==> src/rtl/bist_resp_ctrl_if.sv <==
// bist_resp_ctrl_if: start/response inputs and sequencing/status outputs of the BIST response controller
interface bist_resp_ctrl_if #(
  parameter int OUT_BITS = 2,
  parameter int CNT_BITS = 8
);
  logic                start;
  logic [OUT_BITS-1:0] CUT_OP;
  logic [OUT_BITS-1:0] FF_OP;
  logic                TPG_EN;
  logic                TPG_RST;
  logic                FIL_INC;
  logic                FIL_END;
  logic                busy;
  logic                done;
  logic                det_valid;
  logic                det_flag;
  logic [CNT_BITS-1:0] fault_idx;
  logic [CNT_BITS-1:0] detected_cnt;
  modport master (
    input  start, CUT_OP, FF_OP,
    output TPG_EN, TPG_RST, FIL_INC, FIL_END, busy, done, det_valid, det_flag, fault_idx, detected_cnt
  );
  modport slave (
    output start, CUT_OP, FF_OP,
    input  TPG_EN, TPG_RST, FIL_INC, FIL_END, busy, done, det_valid, det_flag, fault_idx, detected_cnt
  );
endinterface

==> src/rtl/bist_resp_ctrl.sv <==
// bist_resp_ctrl: sequences faults and patterns, compares faulty vs fault-free responses, counts detected faults
module bist_resp_ctrl #(
  parameter int OUT_BITS     = 2,
  parameter int NUM_FAULTS   = 22,
  parameter int NUM_PATTERNS = 31,
  parameter int CNT_BITS     = 8,
  parameter int EARLY_EXIT   = 1
) (
  input logic clk,
  input logic rst,
  bist_resp_ctrl_if.master bus
);
  localparam logic [2:0] IDLE   = 3'd0;
  localparam logic [2:0] LOAD   = 3'd1;
  localparam logic [2:0] APPLY  = 3'd2;
  localparam logic [2:0] RECORD = 3'd3;
  localparam logic [2:0] NEXT   = 3'd4;
  localparam logic [2:0] FINISH = 3'd5;
  localparam logic [2:0] DONE   = 3'd6;
  localparam logic [CNT_BITS-1:0] LAST_PAT   = CNT_BITS'(NUM_PATTERNS - 1);
  localparam logic [CNT_BITS-1:0] LAST_FAULT = CNT_BITS'(NUM_FAULTS - 1);
  logic [2:0]          state_q, state_d;
  logic [CNT_BITS-1:0] pat_cnt_q, fault_idx_q, detected_cnt_q;
  logic                hit_q;
  logic                tpg_en_q, tpg_rst_q, fil_inc_q, fil_end_q, busy_q, done_q, det_valid_q, det_flag_q;
  logic [OUT_BITS-1:0] diff;
  logic                mis, launch;
  assign diff   = bus.CUT_OP ^ bus.FF_OP;
  assign mis    = |diff;
  assign launch = bus.start && (state_q == IDLE || state_q == DONE);
  // next-state: one fault = LOAD, APPLY x k, RECORD, then NEXT or FINISH
  always_comb begin
    state_d = state_q;
    unique case (state_q)
      IDLE:    state_d = bus.start ? LOAD : IDLE;
      LOAD:    state_d = APPLY;
      APPLY:   state_d = (pat_cnt_q == LAST_PAT || (EARLY_EXIT != 0 && mis)) ? RECORD : APPLY;
      RECORD:  state_d = (fault_idx_q == LAST_FAULT) ? FINISH : NEXT;
      NEXT:    state_d = LOAD;
      FINISH:  state_d = DONE;
      DONE:    state_d = bus.start ? LOAD : DONE;
      default: state_d = IDLE;
    endcase
  end
  // state, counters and outputs; outputs are decoded from the next state so they come straight off flops
  always_ff @(posedge clk or posedge rst) begin
    if (rst) begin
      state_q        <= IDLE;
      pat_cnt_q      <= '0;
      hit_q          <= 1'b0;
      fault_idx_q    <= '0;
      detected_cnt_q <= '0;
      tpg_en_q       <= 1'b0;
      tpg_rst_q      <= 1'b0;
      fil_inc_q      <= 1'b0;
      fil_end_q      <= 1'b0;
      busy_q         <= 1'b0;
      done_q         <= 1'b0;
      det_valid_q    <= 1'b0;
      det_flag_q     <= 1'b0;
    end else begin
      state_q        <= state_d;
      pat_cnt_q      <= (state_q == APPLY) ? pat_cnt_q + 1'b1 : '0;
      hit_q          <= (state_q == APPLY) ? (hit_q | mis) : (state_q == RECORD) ? hit_q : 1'b0;
      fault_idx_q    <= launch ? '0 : (state_q == NEXT) ? fault_idx_q + 1'b1 : fault_idx_q;
      detected_cnt_q <= launch ? '0 : (state_q == RECORD) ? detected_cnt_q + CNT_BITS'(hit_q) : detected_cnt_q;
      tpg_en_q       <= state_d == APPLY;
      tpg_rst_q      <= state_d == LOAD;
      fil_inc_q      <= state_d == NEXT;
      fil_end_q      <= state_d == DONE;
      busy_q         <= state_d != IDLE && state_d != DONE;
      done_q         <= state_d == DONE;
      det_valid_q    <= state_d == RECORD;
      det_flag_q     <= state_d == RECORD && (hit_q | mis);
    end
  end
  assign bus.TPG_EN       = tpg_en_q;
  assign bus.TPG_RST      = tpg_rst_q;
  assign bus.FIL_INC      = fil_inc_q;
  assign bus.FIL_END      = fil_end_q;
  assign bus.busy         = busy_q;
  assign bus.done         = done_q;
  assign bus.det_valid    = det_valid_q;
  assign bus.det_flag     = det_flag_q;
  assign bus.fault_idx    = fault_idx_q;
  assign bus.detected_cnt = detected_cnt_q;
endmodule

==> src/flat_wrapper.sv <==
// flat-port wrapper written by rule: the top's interface ports become plain ports
module bist_resp_ctrl_flat 
#(
  parameter int OUT_BITS     = 2,
  parameter int NUM_FAULTS   = 22,
  parameter int NUM_PATTERNS = 31,
  parameter int CNT_BITS     = 8,
  parameter int EARLY_EXIT   = 1
)
  (clk, rst, bus_start, bus_CUT_OP, bus_FF_OP, bus_TPG_EN, bus_TPG_RST, bus_FIL_INC, bus_FIL_END, bus_busy, bus_done, bus_det_valid, bus_det_flag, bus_fault_idx, bus_detected_cnt);
  bist_resp_ctrl_if #(.OUT_BITS(OUT_BITS), .CNT_BITS(CNT_BITS)) bus_i ();
  input logic clk;
  input logic rst;
  input wire logic [$bits(bus_i.start)-1:0] bus_start;
  input wire logic [$bits(bus_i.CUT_OP)-1:0] bus_CUT_OP;
  input wire logic [$bits(bus_i.FF_OP)-1:0] bus_FF_OP;
  output wire logic [$bits(bus_i.TPG_EN)-1:0] bus_TPG_EN;
  output wire logic [$bits(bus_i.TPG_RST)-1:0] bus_TPG_RST;
  output wire logic [$bits(bus_i.FIL_INC)-1:0] bus_FIL_INC;
  output wire logic [$bits(bus_i.FIL_END)-1:0] bus_FIL_END;
  output wire logic [$bits(bus_i.busy)-1:0] bus_busy;
  output wire logic [$bits(bus_i.done)-1:0] bus_done;
  output wire logic [$bits(bus_i.det_valid)-1:0] bus_det_valid;
  output wire logic [$bits(bus_i.det_flag)-1:0] bus_det_flag;
  output wire logic [$bits(bus_i.fault_idx)-1:0] bus_fault_idx;
  output wire logic [$bits(bus_i.detected_cnt)-1:0] bus_detected_cnt;
  assign bus_i.start = bus_start;
  assign bus_i.CUT_OP = bus_CUT_OP;
  assign bus_i.FF_OP = bus_FF_OP;
  assign bus_TPG_EN = bus_i.TPG_EN;
  assign bus_TPG_RST = bus_i.TPG_RST;
  assign bus_FIL_INC = bus_i.FIL_INC;
  assign bus_FIL_END = bus_i.FIL_END;
  assign bus_busy = bus_i.busy;
  assign bus_done = bus_i.done;
  assign bus_det_valid = bus_i.det_valid;
  assign bus_det_flag = bus_i.det_flag;
  assign bus_fault_idx = bus_i.fault_idx;
  assign bus_detected_cnt = bus_i.detected_cnt;
  bist_resp_ctrl #(.OUT_BITS(OUT_BITS), .NUM_FAULTS(NUM_FAULTS), .NUM_PATTERNS(NUM_PATTERNS), .CNT_BITS(CNT_BITS), .EARLY_EXIT(EARLY_EXIT)) u_core (.clk(clk), .rst(rst), .bus(bus_i));
endmodule
==> config.mk <==
export PLATFORM = sky130hd
export DESIGN_NAME = bist_resp_ctrl_flat
export DESIGN_NICKNAME = d
export VERILOG_FILES = /design/src/rtl/bist_resp_ctrl_if.sv /design/src/rtl/bist_resp_ctrl.sv /design/src/flat_wrapper.sv
export SDC_FILE = /design/constraint.sdc
export NUM_CORES = 1
export LEC_CHECK = 0
export BUFFER_PORTS_ARGS = -buffer_cell sky130_fd_sc_hd__buf_4
export CORE_MARGIN = 2
export CORE_UTILIZATION = 49
export DETAILED_ROUTE_END_ITERATION = 12
export PLACE_DENSITY = 0.77
export SLEW_MARGIN = 5
export SYNTH_ARGS = -nofsm -noshare
export SYNTH_HDL_FRONTEND = slang
export SYNTH_SLANG_ARGS = --single-unit
==> constraint.sdc <==
create_clock -name clk -period 1.6 [get_ports clk]
set_clock_uncertainty 0.2 [all_clocks]
set_input_delay 0.24 -clock clk [delete_from_list [all_inputs] [get_ports clk]]
set_output_delay 0.24 -clock clk [all_outputs]
set_load 0.02 [all_outputs]
Yosys cells after proc, flatten, opt, wreduce, memory -nomap -nowiden

Cells that the tools add are included.

Reductions and logical operators: 10
$add $sub $neg: 3
Bitwise operators: 2
Multiplexer cells: 12
Equality and inequality tests: 15

Operator list:

| kind                                           | count |
|---|---|
| 2-to-1 mux 8 bit                               | 5 |
| case mux 3 bit (7 select lines)                | 1 |
| adder 8 x 1 -> 8 bit (second input constant)   | 2 |
| == test 8 x 5 -> 1 bit (second input constant) | 2 |
| == test 3 bit (second input constant)          | 5 |
| == test 3 x 2 -> 1 bit (second input constant) | 4 |
| adder 8 x 1 -> 8 bit                           | 1 |
| == test 3 x 1 -> 1 bit (second input constant) | 2 |
| 2-to-1 mux 1 bit                               | 5 |
| nonzero test 2 bit                             | 2 |
| logical AND 1 bit                              | 3 |
| logical NOT 3 bit                              | 1 |
| 2-to-1 mux 3 bit                               | 1 |
| != test 3 bit (second input constant)          | 1 |
| nonzero test 3 bit                             | 1 |
| logical OR 1 bit                               | 2 |
| != test 2 x 1 -> 1 bit (second input constant) | 1 |
| OR reduction 2 bit                             | 1 |
| XOR 2 bit                                      | 1 |
| bitwise OR 1 bit                               | 1 |

Input bits: 7
Register bits: 35
Output and inout bits: 24

Depth between registers and ports, before layout

Depth in word-level cells: 7
Gate-level depth with buffers: 6
Gate-level depth less buffers: 6

Worst setup path after synthesis

OpenSTA, ideal clock, no wires.

Kind: register to register
Start point: register u_core.fault_idx_q[1], in the netlist u_core.bus.fault_idx[1]
End point: register u_core.state_q[0]
Library setup time: 0.131 ns
Stages on the path, launching flop included: 6
Path slack: -0.053 ns
Arrival: 1.321 ns
Buffers on the path: 0
Cells stage by stage: dfrtp_1 -> inv_1 -> ha_1 -> nor4bb_1 -> and3_1 -> or3_1

Cells in the longest elaborated chain, start to end: 3

RTL lines:

| what                            | RTL line             | RTL |
|---|---|---|
| from (decl)                     | bist_resp_ctrl.sv:23 | `logic [CNT_BITS-1:0] pat_cnt_q, fault_idx_q, detected_cnt_q;` |
| from (signal assigned)          | bist_resp_ctrl.sv:65 | `fault_idx_q <= launch ? '0 : (state_q == NEXT) ? fault_idx_q + 1'b1 : fault_idx_q;` |
| == test 8 x 5 -> 1 bit          | bist_resp_ctrl.sv:38 | `RECORD: state_d = (fault_idx_q == LAST_FAULT) ? FINISH : NEXT;` |
| 2-to-1 mux 1 bit                | bist_resp_ctrl.sv:38 |  |
| case mux 3 bit (7 select lines) | bist_resp_ctrl.sv:34 | `unique case (state_q)` |
| via u_core.state_d[0]           | bist_resp_ctrl.sv:22 | `logic [2:0] state_q, state_d;` |
| to (signal assigned)            | bist_resp_ctrl.sv:62 | `state_q <= state_d;` |
| to (decl)                       | bist_resp_ctrl.sv:22 |  |

The timed path passes the listed nets, and every way through them passes these cells.
A chain may end at the register's enable or synchronous reset.

Worst setup path after layout

Start point: register u_core.pat_cnt_q[1]
End point: register u_core.state_q[0]

Cells in the longest elaborated chain, start to end: 4

RTL lines:

| what                            | RTL line             | RTL |
|---|---|---|
| from (decl)                     | bist_resp_ctrl.sv:23 |  |
| from (signal assigned)          | bist_resp_ctrl.sv:63 | `pat_cnt_q <= (state_q == APPLY) ? pat_cnt_q + 1'b1 : '0;` |
| == test 8 x 5 -> 1 bit          | bist_resp_ctrl.sv:37 | `APPLY: state_d = (pat_cnt_q == LAST_PAT \|\| (EARLY_EXIT != 0 && mis)) ? RECORD : APPLY;` |
| logical OR 1 bit                | bist_resp_ctrl.sv:37 |  |
| 2-to-1 mux 1 bit                | bist_resp_ctrl.sv:37 |  |
| case mux 3 bit (7 select lines) | bist_resp_ctrl.sv:34 |  |
| via u_core.state_d[0]           | bist_resp_ctrl.sv:22 |  |

The timed path passes the listed nets, and every way through them passes these cells.

==> metrics.md <==
| Metric | Value |
|---|---|
| CTS Root Cell | clkbuf_4 |
| Multi-input gate area | 802.0 µm² |
| Pre-CTS setup slack | -0.002254 ns |
| Worst setup startpoint | u_core.pat_cnt_q[1] |
| WL per Instance | 13.40 µm |
| First-pass GRT wire length | 6154 µm |
| Setup crit end kind | register |
| Power Dens Cells | 1313 nW/µm² |
| Register area | around 900 µm² |
| H-tree levels | 2 |
| Slew headroom | 70.86% |
| Post-route cell area | 2226 µm² |
| Critical path cell sequence | ha_1, nand4_1, nor4_2, o21a_1, or3_1 |
| Peak supply drop | 0.8378 mV |
| Num CTS Buffers | 5 |
| Reg2Reg Launch Point | u_core.pat_cnt_q[1] |
| Total number of yosys warnings | 0 |
| Worst Hold Class | input pin to register |
| Share of cells above drive strength 1 | 32.41% |
| Failing checks | negative setup slack |
| RSZ-0062 raised after global routing | yes |
| ANT nets after route | 0 |
| Count leader, synth | dfrtp_1 |
| Final Hold Vio Count | 0 |
| Dpl hpwl | 2419 µm |
| WP buf/inv | 0 |
| Final total power | 2.923 mW |
| ANT cells | 0 |
| GR Overflow Total | 0 |
| CP max stage cell | dfrtp_1 |
| Worst Tran Pin Value | roughly 0.44 ns |
| Tcrit/Tclk final | 100.7% |
| Die area | between 3000 and 4000 µm² |
| Initial drt markers | 70 |
| Final nets | 229 |
| Setup slack after layout | -0.01067 ns |
| Max incr delay on CP | between 0.4 and 0.5 ns |
| Vias in the first global route | 1378 |
| Final Setup Violations | 2 |
| Most frequent cells after synthesis | dfrtp_1 (35), nor2_1 (20), nand2_1 (13) |
| Util after Layout | 66.70% |
| Largest net degree at the start of global routing | 36 |
| Clk_lat worst skew | 0.33 ns |
| Post-synth ARST share | 100.0% |
| Core ar. | 3337 µm² |
| Synthesized area | 1694 µm² |
| DIE HEIGHT | 62.80 µm |
| # Max-Cap Violations | 0 |
| Cell taking the most area after synthesis | dfrtp_1 |
| # port buffers | 30 |
| Worst EP required | 1.61 ns |
| Critical hold path startpoint | bus_CUT_OP[0] |
| Post-Synthesis Cells | ~170 |
| Critical path class | register to register |
| Die W | 62.80 µm |
| Family with the most delay on the worst path | simple AND/OR/NAND/NOR gates |
| Min cycle time layout | 1.611 ns |
| Syn Area/Cell | approximately 10 µm² |
| Synthesis-stage register bit count | 35 |
| Area post-placement | 2051 µm² |
| Status | complete, but fails checks |
| Pleak | 1.073 nW |
| TritonCTS clock tree | yes |
| CTS max path bufs | 2 |
| Clock Pin Slew Worst Setup and Hold Paths | 0.10 ns |
| Worst setup SP type | register |
| DRC violations left | 0 |
| Clk sinks | 35 |
| Synthesis-to-finish area growth | 31.39% |
| Fmax | 620.9 MHz |
| I/O pin count | 31 |
| Top cells by area, synth | dfrtp_1 (52%), xor2_1 (5.7%), ha_1 (4.4%) |
| GRT Overall Usage | 19.59% |
| Post-synth top flop | dfrtp_1 |
| Row cnt | 21 |
| Final wirelength | 3510 µm |
| Drt pass-1 iters | 4 |
| Net Count, Synth | 178 |
| Top cell type's share of synthesized area | 51.70% |
| Initial Util | 50.77% |
| Detailed-route via count | ~1400 |
| Placer Congestion | 0.8317 |
| Vias/cell | between 5 and 6 |
| CP arrival | ~1.6 ns |
| Top fanout value on the critical path | 2 |
| Netlist cell types | 33 |
| Seq/Total Area, Yosys | approximately half |
| Slew Viols, Final | 0 |
| Initial antenna violation count | 0 |
| Post-synth EDFFs | 0 |
| Filler cell count | 274 |
==> worst register-to-register path, delay by kind of cell, from the launching register on <==
kind	cells	cell delay, ns
simple gates	3	0.52
flops	1	0.41
fa+ha+maj	1	0.19
compound gates	1	0.19
==> worst paths after layout <==
path	to	slack (ns)	depth (start not counted)
setup / recovery	u_core.state_q[0]	-0.01	5
setup reg to reg	u_core.state_q[0]	-0.01	5
hold / removal	u_core.bus.det_flag	0.09	4
hold reg to reg	u_core.bus.det_flag	0.35	1
min in group asynchronous	u_core.bus.det_flag	0.35	4
max in group asynchronous	u_core.state_q[0]	0.51	4
==> per-stage QoR <==
stage,hold slack (ns),setup TNS (ns),instances
floorplan,0.1707,0,165
global placement,0.1644,0,248
detailed placement,0.1721,-0.002309,248
CTS,0.08825,0,260
global route,0.1065,-0.4637,262
finish,0.09464,-0.01352,262
==> cells in the final DEF (no fill, tap or decap), types with 4 or more instances in the layout <==
| master | n |
|---|---|
| a21oi_1 | 8 |
| buf_4 | 44 |
| buf_6 | 6 |
| clkbuf_4 | 5 |
| dfrtp_1 | 31 |
| dfrtp_2 | 4 |
| ha_1 | 6 |
| nand2_1 | 12 |
| nand2b_1 | 4 |
| nand3_1 | 5 |
| nand4_1 | 5 |
| nor2_1 | 20 |
| o21ai_0 | 8 |
| or3_1 | 5 |
| xnor2_1 | 6 |
| xor2_1 | 11 |
==> routing by layer <==
layer / vias up / wire length (µm) / part of all wire [%] / global-route usage, %
met5: - / 0 / 0 / 0
met4: 0 / 44 / 1.3 / 6.944
met3: 10 / 169 / 4.8 / 5.405
met2: 44 / 1754 / 50 / 32.39
met1: 661 / 1541 / 44 / 24.68
li1: 663 / - / - / -
==> cells by family after synthesis <==
kind of cell | synth area share, %
buffers and inverters | 3.471
and+or+nand+nor | 24.15
xor gates and xnor gates | 8.789
DFF | 51.70
adders and majority gates | 4.431
AOI/OAI and AO/OA | 7.459
==> power breakdown <==
group,internal (mW),total (mW),switching [mW]
logic,0.627,1.27,0.644
clock network,0.204,0.479,0.275
registers,1.05,1.17,0.127
total,1.88,2.92,1.05
==> final cells by class <==
type                       instances  area share, %
clock buffer                       6          2.305
inverter                           3         0.5059
clock inverter                     1         0.2248
timing repair buffer              52          18.77
multi-input combinational        119          36.03
tap                               46          2.586
sequential                        35          39.57
==> repair_timing <==
item / CTS / global route
hold buffers: 2 / 0
gates cloned: 1 / 0
gates resized for setup: 10 / 8
setup buffers: 2 / 2
hold endpoints to repair: 36 / 0
endpoints found under the setup margin: 17 / 17
pin swaps: 1 / 6
==> sequential cells by signal (all words and copies together), names as in the netlist <==
name,flops
u_core.pat_cnt_q,8
u_core.bus.TPG_RST,1
u_core.bus.FIL_END,1
u_core.state_q,3
u_core.bus.det_valid,1
u_core.hit_q,1
u_core.bus.busy,1
u_core.bus.FIL_INC,1
u_core.bus.detected_cnt,8
u_core.bus.fault_idx,8
u_core.bus.det_flag,1
u_core.bus.TPG_EN,1
Power figures use the tool's default switching activity.
